<file path="config.mk">
export PLATFORM = sky130hd
export DESIGN_NAME = password_store_arbiter
export DESIGN_NICKNAME = d
export VERILOG_FILES = /design/src/rtl/password_store_arbiter.sv
export SDC_FILE = /design/constraint.sdc
export NUM_CORES = 1
export LEC_CHECK = 0
export CORE_UTILIZATION = 55
export DETAILED_ROUTE_END_ITERATION = 10
export DONT_BUFFER_PORTS = 1
export PLACE_DENSITY_LB_ADDON = 0.2
export RECOVER_POWER = 100
export SYNTH_ARGS = -nofsm -noshare
export SYNTH_HDL_FRONTEND = slang
export SYNTH_SLANG_ARGS = --single-unit
</file>
<file path="constraint.sdc">
create_clock -name CLK -period 5.3 [get_ports CLK]
set_input_delay 0.265 -clock CLK [delete_from_list [all_inputs] [get_ports CLK]]
set_output_delay 0.265 -clock CLK [all_outputs]
set_load 0.01 [all_outputs]
</file>
<file path="src/rtl/password_store_arbiter.sv">
// Session arbiter for the single-port password store. Grants whole write or read
// sessions, alternates priority, reclaims stalled sessions and freezes on lock.
module password_store_arbiter #(
  parameter int unsigned ADDR_W  = 2,
  parameter int unsigned DATA_W  = 4,
  parameter int unsigned TIMEOUT = 15
) (
  input  logic              CLK,
  input  logic              RST,
  input  logic              wr_req,
  input  logic [ADDR_W-1:0] wr_addr,
  input  logic [DATA_W-1:0] wr_data,
  input  logic              wr_last,
  output logic              wr_gnt,
  input  logic              rd_req,
  input  logic [ADDR_W-1:0] rd_addr,
  input  logic              rd_last,
  output logic              rd_gnt,
  output logic              rd_valid,
  output logic [DATA_W-1:0] rd_data,
  input  logic              lock_req,
  output logic [ADDR_W-1:0] store_addr,
  output logic              store_we,
  output logic [DATA_W-1:0] store_wdata,
  input  logic [DATA_W-1:0] store_rdata,
  output logic [1:0]        owner,
  output logic              session_abort
);

  localparam int unsigned WD_W = $clog2(TIMEOUT + 1);

  typedef enum logic [1:0] {
    S_IDLE   = 2'b00,
    S_WRITE  = 2'b01,
    S_READ   = 2'b10,
    S_LOCKED = 2'b11
  } state_e;

  state_e            state_q, state_d;
  logic              prio_rd_q, prio_rd_d;
  logic [WD_W-1:0]   wd_q, wd_d;
  logic              rd_valid_q;
  logic              abort_q, abort_d;
  logic [WD_W-1:0]   wd_inc;
  logic              timed_out;

  // Beat grants and the store-side mux
  always_comb begin
    wr_gnt      = (state_q == S_WRITE) && wr_req && !lock_req;
    rd_gnt      = (state_q == S_READ) && rd_req && !lock_req;
    store_we    = wr_gnt;
    store_addr  = '0;
    store_wdata = '0;
    if (wr_gnt) begin
      store_addr  = wr_addr;
      store_wdata = wr_data;
    end else if (rd_gnt) begin
      store_addr = rd_addr;
    end
  end

  assign rd_valid      = rd_valid_q;
  assign rd_data       = rd_valid_q ? store_rdata : '0;
  assign owner         = state_q;
  assign session_abort = abort_q;

  assign wd_inc    = wd_q + WD_W'(1);
  assign timed_out = (wd_inc == WD_W'(TIMEOUT));

  // Next-state: lock first, then session bookkeeping and the watchdog
  always_comb begin
    state_d   = state_q;
    prio_rd_d = prio_rd_q;
    wd_d      = wd_q;
    abort_d   = 1'b0;
    if (lock_req) begin
      state_d = S_LOCKED;
      abort_d = (state_q == S_WRITE) || (state_q == S_READ);
    end else begin
      unique case (state_q)
        S_IDLE: begin
          if (wr_req && (!rd_req || !prio_rd_q)) begin
            state_d = S_WRITE;
            wd_d    = '0;
          end else if (rd_req) begin
            state_d = S_READ;
            wd_d    = '0;
          end
        end
        S_WRITE: begin
          if (wr_gnt) begin
            wd_d = '0;
            if (wr_last) begin
              state_d   = S_IDLE;
              prio_rd_d = 1'b1;
            end
          end else if (timed_out) begin
            state_d   = S_IDLE;
            prio_rd_d = 1'b1;
            abort_d   = 1'b1;
          end else begin
            wd_d = wd_inc;
          end
        end
        S_READ: begin
          if (rd_gnt) begin
            wd_d = '0;
            if (rd_last) begin
              state_d   = S_IDLE;
              prio_rd_d = 1'b0;
            end
          end else if (timed_out) begin
            state_d   = S_IDLE;
            prio_rd_d = 1'b0;
            abort_d   = 1'b1;
          end else begin
            wd_d = wd_inc;
          end
        end
        default: state_d = S_IDLE;
      endcase
    end
  end

  always_ff @(posedge CLK) begin
    if (RST) begin
      state_q    <= S_IDLE;
      prio_rd_q  <= 1'b0;
      wd_q       <= '0;
      rd_valid_q <= 1'b0;
      abort_q    <= 1'b0;
    end else begin
      state_q    <= state_d;
      prio_rd_q  <= prio_rd_d;
      wd_q       <= wd_d;
      rd_valid_q <= rd_gnt;
      abort_q    <= abort_d;
    end
  end

endmodule
</file>
==> impl_metrics.py, run 1 <==
metrics = {
    "die": {
        "fp-row-count": 13,
        "fp.coreArea_mm2": 0.00133,
        "start_util_pct": 60.1,
        "die_area_mm2": 0.00161,
        "ios": 36,
        "die_w_um": 40.2,
        "dieHeight_um": 40.2,
    },
    "sta": {
        "worstMarginPinSlew_ps": 531,
        "fin_worst_skew_ps": 2.41,
        "min_period_over_period_pct": 40.8,
        "tns_ps": 0,
        "relSlewSlack_pct": 64.5,
        "fmax_mhz": 462,
        "finalHoldViolations": 0,
        "grt_setup_unrepaired": "false",
        "maxSlewViolCount": 0,
        "holdWs_ps": 68.8,
        "layout_min_cycle_time_ps": 2160,
        "setup_viol_count_final": 0,
    },
    "synthesis": {
        "synth-simple-area-share_pct": 29.5,
        "async_flop_share_pct": 0,
        "netlist_top_cells_count": "inv_1, and2_1, dfxtp_1",
        "netlist_area_um2": 802,
        "synthTopCellsByArea": "dfxtp_1, ha_1, and2_1, inv_1, o21ai_0",
        "yosysMostFrequentCell": "inv_1",
        "synth_top_family_by_area": "simple AND/OR/NAND/NOR gates",
        "netlist.area_leader.share_pct": 22.5,
        "synth-seq-cells": 9,
        "synth_compound_area_share_pct": 27.1,
        "synth_xor_area_share_pct": 0,
        "synthCells": 99,
        "avgSynthCellArea_um2": 8.10,
        "synth_mux_area_share_pct": 4.52,
        "synth_edf_count": 0,
        "yosys.area.top_type": "dfxtp_1",
        "synth-adder-area-share_pct": 9.36,
        "synth_cell_type_count": 39,
        "synth.yosys.seq_area_share_pct": 22.5,
        "synthFlopType": "dfxtp_1",
        "syn_nets": 124,
        "ys_warn_count": 0,
    },
    "min_path": {
        "hold_depth": 1,
        "min-delay-start": "RST",
        "hold_class": "in2reg",
    },
    "clock_tree": {
        "cts_tree": "yes",
        "insertion_delay_ps": 260,
        "ctsHoldBuffers": 0,
        "cts_resized": 0,
        "cts.path.max_buffers": 2,
        "postCtsSetupRepairBufs": 0,
        "clk_pin_slew_worst_paths_ps": 60,
        "cts_buffers": 3,
        "h-tree-depth": 1,
        "root_buffer": "clkbuf_4",
        "clock-sinks": 9,
    },
    "placement": {
        "placed_cell_area_um2": 802,
        "gp_congestion": 0.797,
        "hpwl_mm": 1.30,
        "port_buffers": 0,
    },
    "worst_setup_path": {
        "r2r-start": "owner[0]$_SDFFE_PP0P_",
        "critPathRequiredTime_ps": 5040,
        "endpoint_kind": "primary output",
        "path_max_fanout": 7,
        "rr_worst_depth": 6,
        "critPathKind": "reg2out",
        "setup.worst_path.start": "owner[0]$_SDFFE_PP0P_",
        "cp.arrival_ps": 1900,
        "worst_setup_path_start_kind": "register",
    },
    "layout": {
        "syn_to_final_growth_pct": 2.81,
        "fillers": 131,
        "num-nets-final": 127,
        "finalCoreUtilization_pct": 61.8,
        "num_antenna_cells": 0,
        "design_area_um2": 825,
        "drive_gt1_share_pct": 11.9,
    },
    "route": {
        "vias": 721,
        "dr.pass1.iters": 4,
        "detail_route.wl_per_cell_um": 14.8,
        "avgViaCountPerCell": 6.22,
        "ant_nets": 0,
        "route.detailed.drc": 0,
        "drt-initial-drc-count": 21,
        "routed_wl_mm": 1.71,
    },
    "power_and_ir_drop": {
        "seqPwrFrac_pct": 42.0,
        "power_frac_comb_pct": 30.2,
        "powerDensity_mw_per_mm2": 238,
        "swShare_pct": 34.4,
        "vdd_drop_max_mv": 0.144,
        "switching_power_uw": 67.3,
        "p_clk_share_pct": 27.7,
        "p_leak_nw": 0.344,
        "intPower_uw": 129,
    },
    "grt": {
        "grt.overflow.total": 0,
        "grt_usage_pct": 24.6,
        "antenna_found_initial": 0,
        "grt_max_degree": 11,
        "grt_pass1_wl_mm": 2.62,
        "first_global_vias": 631,
    },
    "outcome": {
        "outcome": "completed",
    },
    "job": {
        "drv_cap": 0,
    },
}
==> registers in the layout (all words and copies together) (netlist names) <==
| name | cells |
|---|---|
| prio_rd_q | 1 |
| session_abort | 1 |
| wd_q | 4 |
| rd_valid | 1 |
| owner | 2 |
==> power by group through the flow <==
stage / sequential, mW / clock (mW) / combinational [mW]
floorplan: 0.0819 / 0 / 0.0513
global placement: 0.0836 / 0 / 0.0575
detailed placement: 0.0838 / 0 / 0.0586
CTS: 0.0823 / 0.0549 / 0.0591
global route: 0.0832 / 0.0591 / 0.0669
finish: 0.0824 / 0.0543 / 0.0592
==> worst max-delay path, stage by stage (launching register included) <==
cell,delay (ps)
dfxtp_1,460
ha_1,250
nand2_1,170
nor2_1,460
and2_0,290
==> area by class of cell <==
type / count / area, um2 / area share, %
multi-input combinational: 78 / 562 / 68.1
sequential: 9 / 180 / 21.9
inverter: 10 / 37.5 / 4.55
clock buffer: 4 / 26.3 / 3.19
tap: 15 / 18.8 / 2.28
==> per-stage QoR <==
stage	std cells	setup slack (ps)	power [mW]
after floorplan	99	3430	0.133
after global placement	112	3320	0.141
after detailed placement	112	3240	0.142
after CTS	116	3180	0.196
after global routing	116	2970	0.209
final	116	3140	0.196
==> worst paths after layout <==
kind / end / slack, ps
max: store_wdata[3] / 3140
min: rd_valid$_SDFF_PP0_ / 70
max reg2reg: prio_rd_q$_SDFFE_PP0P_ / 3210
min reg2reg: wd_q[2]$_SDFFE_PP0P_ / 530
==> layout by cell type (no fill, tap or decap), drive strengths merged, types with 3 or more instances in the layout <==
cell	n
nand2	7
nand3	4
ha	6
a31oi	3
inv	10
and2	9
dfxtp	9
a21oi	5
nor2	5
clkbuf	4
o21ai	6
==> logic make-up (layout without fill, tap and decap cells) <==
group / Yosys count / after routing
buffers and inverters: 12 / 14
DFF: 9 / 9
muxes: 3 / 3
adders and majority gates: 6 / 6
AOI/OAI and AO/OA: 29 / 29
and+or+nand+nor: 40 / 40
==> per-layer routing <==
metal	wire [um]	part of all wire, %	vias to the layer above	GRT usage [%]
li1	-	-	362	-
met1	838	49	336	32.4
met2	806	47	20	37.5
met3	48	2.8	3	5.00
met4	18	1.1	0	12.5
met5	0	0	-	0
No activity file was read; power rests on OpenSTA's default activity.
==> run 2: changes to the inputs <==
- ABC_AREA: default -> 1
- CORE_UTILIZATION: 55 -> 54
- clock period: 5.3 -> 1.9 ns (I/O delays scaled with it)
==> impl_metrics.py, run 2 <==
metrics = {
    "outcome": {
        "outcome": "completed",
    },
    "die": {
        "fp-row-count": 13,
        "dieHeight_um": 40.7,
        "die_w_um": 40.7,
        "fp.coreArea_mm2": 0.00135,
        "die_area_mm2": 0.00166,
        "start_util_pct": 60.0,
        "ios": 36,
    },
    "synthesis": {
        "ys_warn_count": 0,
        "yosysMostFrequentCell": "nand2_1",
        "async_flop_share_pct": 0,
        "netlist_top_cells_count": "nand2_1, inv_1, dfxtp_1, nor2_1, nand3_1",
        "synth_edf_count": 0,
        "synthTopCellsByArea": "dfxtp_1, nand2_1, inv_1, ha_1, nand3_1",
        "synthFlopType": "dfxtp_1",
        "synthCells": 121,
        "netlist.area_leader.share_pct": 22.3,
        "synth-seq-cells": 9,
        "syn_nets": 146,
        "yosys.area.top_type": "dfxtp_1",
        "avgSynthCellArea_um2": 6.69,
        "synth.yosys.seq_area_share_pct": 22.3,
        "netlist_area_um2": 810,
        "synth_cell_type_count": 25,
    },
    "clock_tree": {
        "cts_resized": 0,
        "h-tree-depth": 1,
        "clk_pin_slew_worst_paths_ps": 60,
        "cts_tree": "yes",
        "root_buffer": "clkbuf_4",
        "ctsHoldBuffers": 1,
        "insertion_delay_ps": 260,
        "postCtsSetupRepairBufs": 0,
        "clock-sinks": 9,
        "cts_buffers": 3,
        "cts.path.max_buffers": 2,
    },
    "sta": {
        "tns_ps": 0,
        "relSlewSlack_pct": 75.4,
        "min_period_over_period_pct": 87.6,
        "layout_min_cycle_time_ps": 1660,
        "maxSlewViolCount": 0,
        "holdWs_ps": 22.6,
        "fin_worst_skew_ps": 0.727,
        "finalHoldViolations": 0,
        "fmax_mhz": 601,
        "setup_viol_count_final": 0,
        "worstMarginPinSlew_ps": 365,
        "grt_setup_unrepaired": "false",
    },
    "grt": {
        "grt_pass1_wl_mm": 2.47,
        "grt_usage_pct": 23.6,
        "grt.overflow.total": 0,
        "antenna_found_initial": 0,
        "first_global_vias": 564,
        "grt_max_degree": 8,
    },
    "placement": {
        "gp_congestion": 0.822,
        "port_buffers": 0,
        "hpwl_mm": 1.29,
    },
    "route": {
        "ant_nets": 0,
        "vias": 729,
        "dr.pass1.iters": 4,
        "routed_wl_mm": 1.56,
        "detail_route.wl_per_cell_um": 11.1,
        "drt-initial-drc-count": 7,
        "avgViaCountPerCell": 5.17,
        "route.detailed.drc": 0,
    },
    "layout": {
        "regMostFlops": "wd_q",
        "final_common_cell": "nand2_1",
        "num-nets-final": 152,
        "largest_reg_flops": 4,
        "final_cell_mix": "nand2_1, inv_1, nor2_1, dfxtp_1, nand3_1",
        "drive_gt1_share_pct": 20.6,
        "syn_to_final_growth_pct": 4.79,
        "num_antenna_cells": 0,
        "finalCoreUtilization_pct": 62.8,
    },
    "power_and_ir_drop": {
        "vdd_drop_max_mv": 0.438,
        "powerDensity_mw_per_mm2": 702,
        "p_leak_nw": 0.453,
        "p_total_uw": 595,
    },
    "worst_setup_path": {
        "worstReg2RegEnd": "wd_q[3]$_SDFFE_PP0P_",
        "setup.worst_path.start": "owner[1]$_SDFFE_PP0P_",
        "crit_end": "wd_q[3]$_SDFFE_PP0P_",
        "endpoint_kind": "register",
        "path_max_fanout": 7,
        "rr_worst_depth": 7,
        "r2r_slack_ps": 240,
        "critPathKind": "reg2reg",
        "r2r-start": "owner[1]$_SDFFE_PP0P_",
        "cp.arrival_ps": 1820,
        "critPathRequiredTime_ps": 2060,
        "worst_setup_path_start_kind": "register",
    },
    "min_path": {
        "hold_class": "in2reg",
        "hold_depth": 2,
    },
    "job": {
        "drv_cap": 0,
    },
}
run 2: changes by cell type in the layout (fill, tap and decap cells not counted), sizes merged, moves of 3 or more:
cell / previous run / this run
a31oi: 3 / 0
and2: 9 / 0
inv: 10 / 25
nand2: 7 / 38
nand3: 4 / 10
nor2: 5 / 13
run 2: how the worst min path moves through the flow:
| stage | slack [ps] | endpoint | start |
|---|---|---|---|
| final | 20 | owner[0]$_SDFFE_PP0P_ | lock_req |
| after global routing | 20 | wd_q[1]$_SDFFE_PP0P_ | RST |
| after CTS | 20 | owner[0]$_SDFFE_PP0P_ | lock_req |
| after detailed placement | 160 | prio_rd_q$_SDFFE_PP0P_ | RST |
| after global placement | 160 | prio_rd_q$_SDFFE_PP0P_ | RST |
| after floorplan | 160 | prio_rd_q$_SDFFE_PP0P_ | RST |
run 2: critical path, cell delays in order (launching register included):
cell and delay, ps:
dfxtp_1 450, inv_1 110, ha_1 390, o21ai_2 90
nor2_4 180, inv_1 90, o21ai_0 210, nor2_2 40
run 2: final cells by class:
type	count	area, um2
tap	15	18.8
multi-input combinational	86	509
clock buffer	4	26.3
fill	139	502
timing repair buffer	2	17.5
sequential	9	180
inverter	25	96.3
run 2: kinds of logic (layout without fill, tap and decap cells):
kind of cell,count (synthesis),count (layout),share of synthesized area (%)
AOI/OAI and AO/OA,16,16,13.4
and+or+nand+nor,64,64,42.2
DFF,9,9,22.3
buffers and inverters,26,31,12.8
adders and majority gates,6,6,9.27
run 2: power breakdown:
group	internal, mW	switching (mW)
clock network	0.0812	0.0709
registers	0.211	0.0257
logic	0.0752	0.131
run 2: per-layer routing:
metal,up-vias,global-route usage (%),share of wire (%)
li1,383,-,-
met1,311,28.4,45
met2,31,37.3,48
met3,4,8.70,5.8
met4,0,10.0,1.3
met5,-,0,0
run 2: stage by stage:
stage	area, um2	std cells	setup slack, ps
after floorplan	810	121	412
after global placement	828	136	354
after detailed placement	828	136	282
after CTS	865	141	236
after global routing	848	141	62.7
final	848	141	236
==> run 3: changes to the inputs <==
- CORE_UTILIZATION: 54 -> 50
==> impl_metrics.py, run 3 (same netlist as run 2, synthesis figures left out) <==
metrics = {
    "placement": {
        "hpwl_mm": 1.25,
        "port_buffers": 0,
        "gp_congestion": 0.841,
    },
    "layout": {
        "drive_gt1_share_pct": 19.0,
        "regMostFlops": "wd_q",
        "syn_to_final_growth_pct": 3.71,
        "num-nets-final": 152,
        "fillers": 157,
        "num_antenna_cells": 0,
        "final_common_cell": "nand2_1",
        "largest_reg_flops": 4,
        "final_cell_mix": "nand2_1, inv_1, nor2_1, dfxtp_1, nand3_1",
    },
    "worst_setup_path": {
        "cp_slowest_cell": "dfxtp_1",
        "cp_top_family": "compound AO/OA/AOI/OAI gates",
        "critPathRequiredTime_ps": 2090,
        "critPathBufInv": 1,
        "worst_setup_path_start_kind": "register",
        "critPathKind": "reg2reg",
        "slowest_delay_ps": 450,
        "path_max_fanout": 7,
        "endpoint_kind": "register",
        "path_cells": "inv_1, ha_1, o21ai_2, nor2_4, o21ai_1, nand2_1, nor2_1",
        "cp.arrival_ps": 1910,
    },
    "clock_tree": {
        "postCtsSetupRepairBufs": 0,
        "cts.path.max_buffers": 2,
        "cts_tree": "yes",
        "clk_pin_slew_worst_paths_ps": 70,
        "clock-sinks": 9,
        "h-tree-depth": 1,
        "insertion_delay_ps": 260,
        "cts_buffers": 3,
        "root_buffer": "clkbuf_4",
    },
    "sta": {
        "relSlewSlack_pct": 76.1,
        "finalHoldViolations": 0,
        "worstMarginPinSlew_ps": 355,
        "grt_setup_unrepaired": "false",
        "maxSlewViolCount": 0,
        "fmax_mhz": 581,
        "min_period_over_period_pct": 90.6,
        "setup_viol_count_final": 0,
        "fin_worst_skew_ps": 13.4,
        "tns_ps": 0,
        "layout_min_cycle_time_ps": 1720,
    },
    "grt": {
        "first_global_vias": 643,
        "grt.overflow.total": 0,
        "antenna_found_initial": 0,
        "grt_max_degree": 8,
        "grt_usage_pct": 18.1,
        "grt_pass1_wl_mm": 2.48,
    },
    "die": {
        "fp.coreArea_mm2": 0.00151,
        "fp-row-count": 14,
        "ios": 36,
        "die_w_um": 42.2,
        "die_area_mm2": 0.00178,
        "dieHeight_um": 42.2,
        "start_util_pct": 53.7,
    },
    "route": {
        "routed_wl_mm": 1.55,
        "route.detailed.drc": 0,
        "detail_route.wl_per_cell_um": 10.9,
        "avgViaCountPerCell": 5.26,
        "dr.pass1.iters": 4,
        "ant_nets": 0,
        "vias": 747,
        "drt-initial-drc-count": 17,
    },
    "outcome": {
        "outcome": "completed",
    },
    "min_path": {
        "hold_class": "in2reg",
    },
    "power_and_ir_drop": {
        "p_leak_nw": 0.433,
        "powerDensity_mw_per_mm2": 712,
        "p_total_uw": 598,
        "vdd_drop_max_mv": 0.334,
    },
    "job": {
        "drv_cap": 0,
    },
}
==> run 3: worst paths after layout <==
kind / slack (ps) / to / from / cells after the start
min reg2reg: 480 / prio_rd_q$_SDFFE_PP0P_ / prio_rd_q$_SDFFE_PP0P_ / 2
max reg2reg: 180 / wd_q[2]$_SDFFE_PP0P_ / owner[1]$_SDFFE_PP0P_ / 7
max: 180 / wd_q[2]$_SDFFE_PP0P_ / owner[1]$_SDFFE_PP0P_ / 7
min: 40 / owner[0]$_SDFFE_PP0P_ / lock_req / 2
==> run 3: routing by layer <==
layer	part of all wire (%)	vias up	track usage, %
met5	0	-	0
met4	1.2	0	7.50
met3	7.1	4	3.88
met2	46	33	30.2
met1	45	325	22.4
li1	-	385	-
==> run 3: area by class of cell <==
| cell class | instances | area (um2) | area share [%] |
|---|---|---|---|
| well taps | 16 | 20.0 | 2.38 |
| clock buffers | 4 | 26.3 | 3.13 |
| flip-flops and latches | 9 | 180 | 21.5 |
| multi-input cells | 86 | 503 | 59.9 |
| repair buffers | 2 | 13.8 | 1.64 |
| inverters | 25 | 96.3 | 11.5 |
==> run 3: what timing repair did <==
action / 4_1_cts / 5_1_grt
endpoints found under the hold margin: 2 / 0
gates resized for setup: 0 / 0
hold buffers: 1 / 0
==> run 3: worst reg2reg max path, cell delays in order (launching register included) <==
cell,delay (ps)
dfxtp_1,450
inv_1,120
ha_1,360
o21ai_2,180
nor2_4,80
o21ai_1,290
nand2_1,100
nor2_1,90
==> run 3: where the power goes <==
group | total, mW | switching, mW | internal [mW]
Combinational | 0.210 | 0.135 | 0.0757
Sequential | 0.237 | 0.0258 | 0.211
Clock | 0.150 | 0.0694 | 0.0808
Total | 0.598 | 0.230 | 0.368
==> run 3: per-stage QoR <==
step | setup WS, ps | std cells | instance area [um2] | util (%) | hold slack, ps
3_5_place_dp | 307 | 137 | 830 | 55.1 | 159
4_1_cts | 210 | 142 | 866 | 57.5 | 31.6
3_3_place_gp | 362 | 137 | 830 | 55.1 | 159
5_1_grt | 73.9 | 142 | 840 | 55.7 | 55.7
2_1_floorplan | 412 | 121 | 810 | - | 157
6_report | 179 | 142 | 840 | 55.7 | 37.2
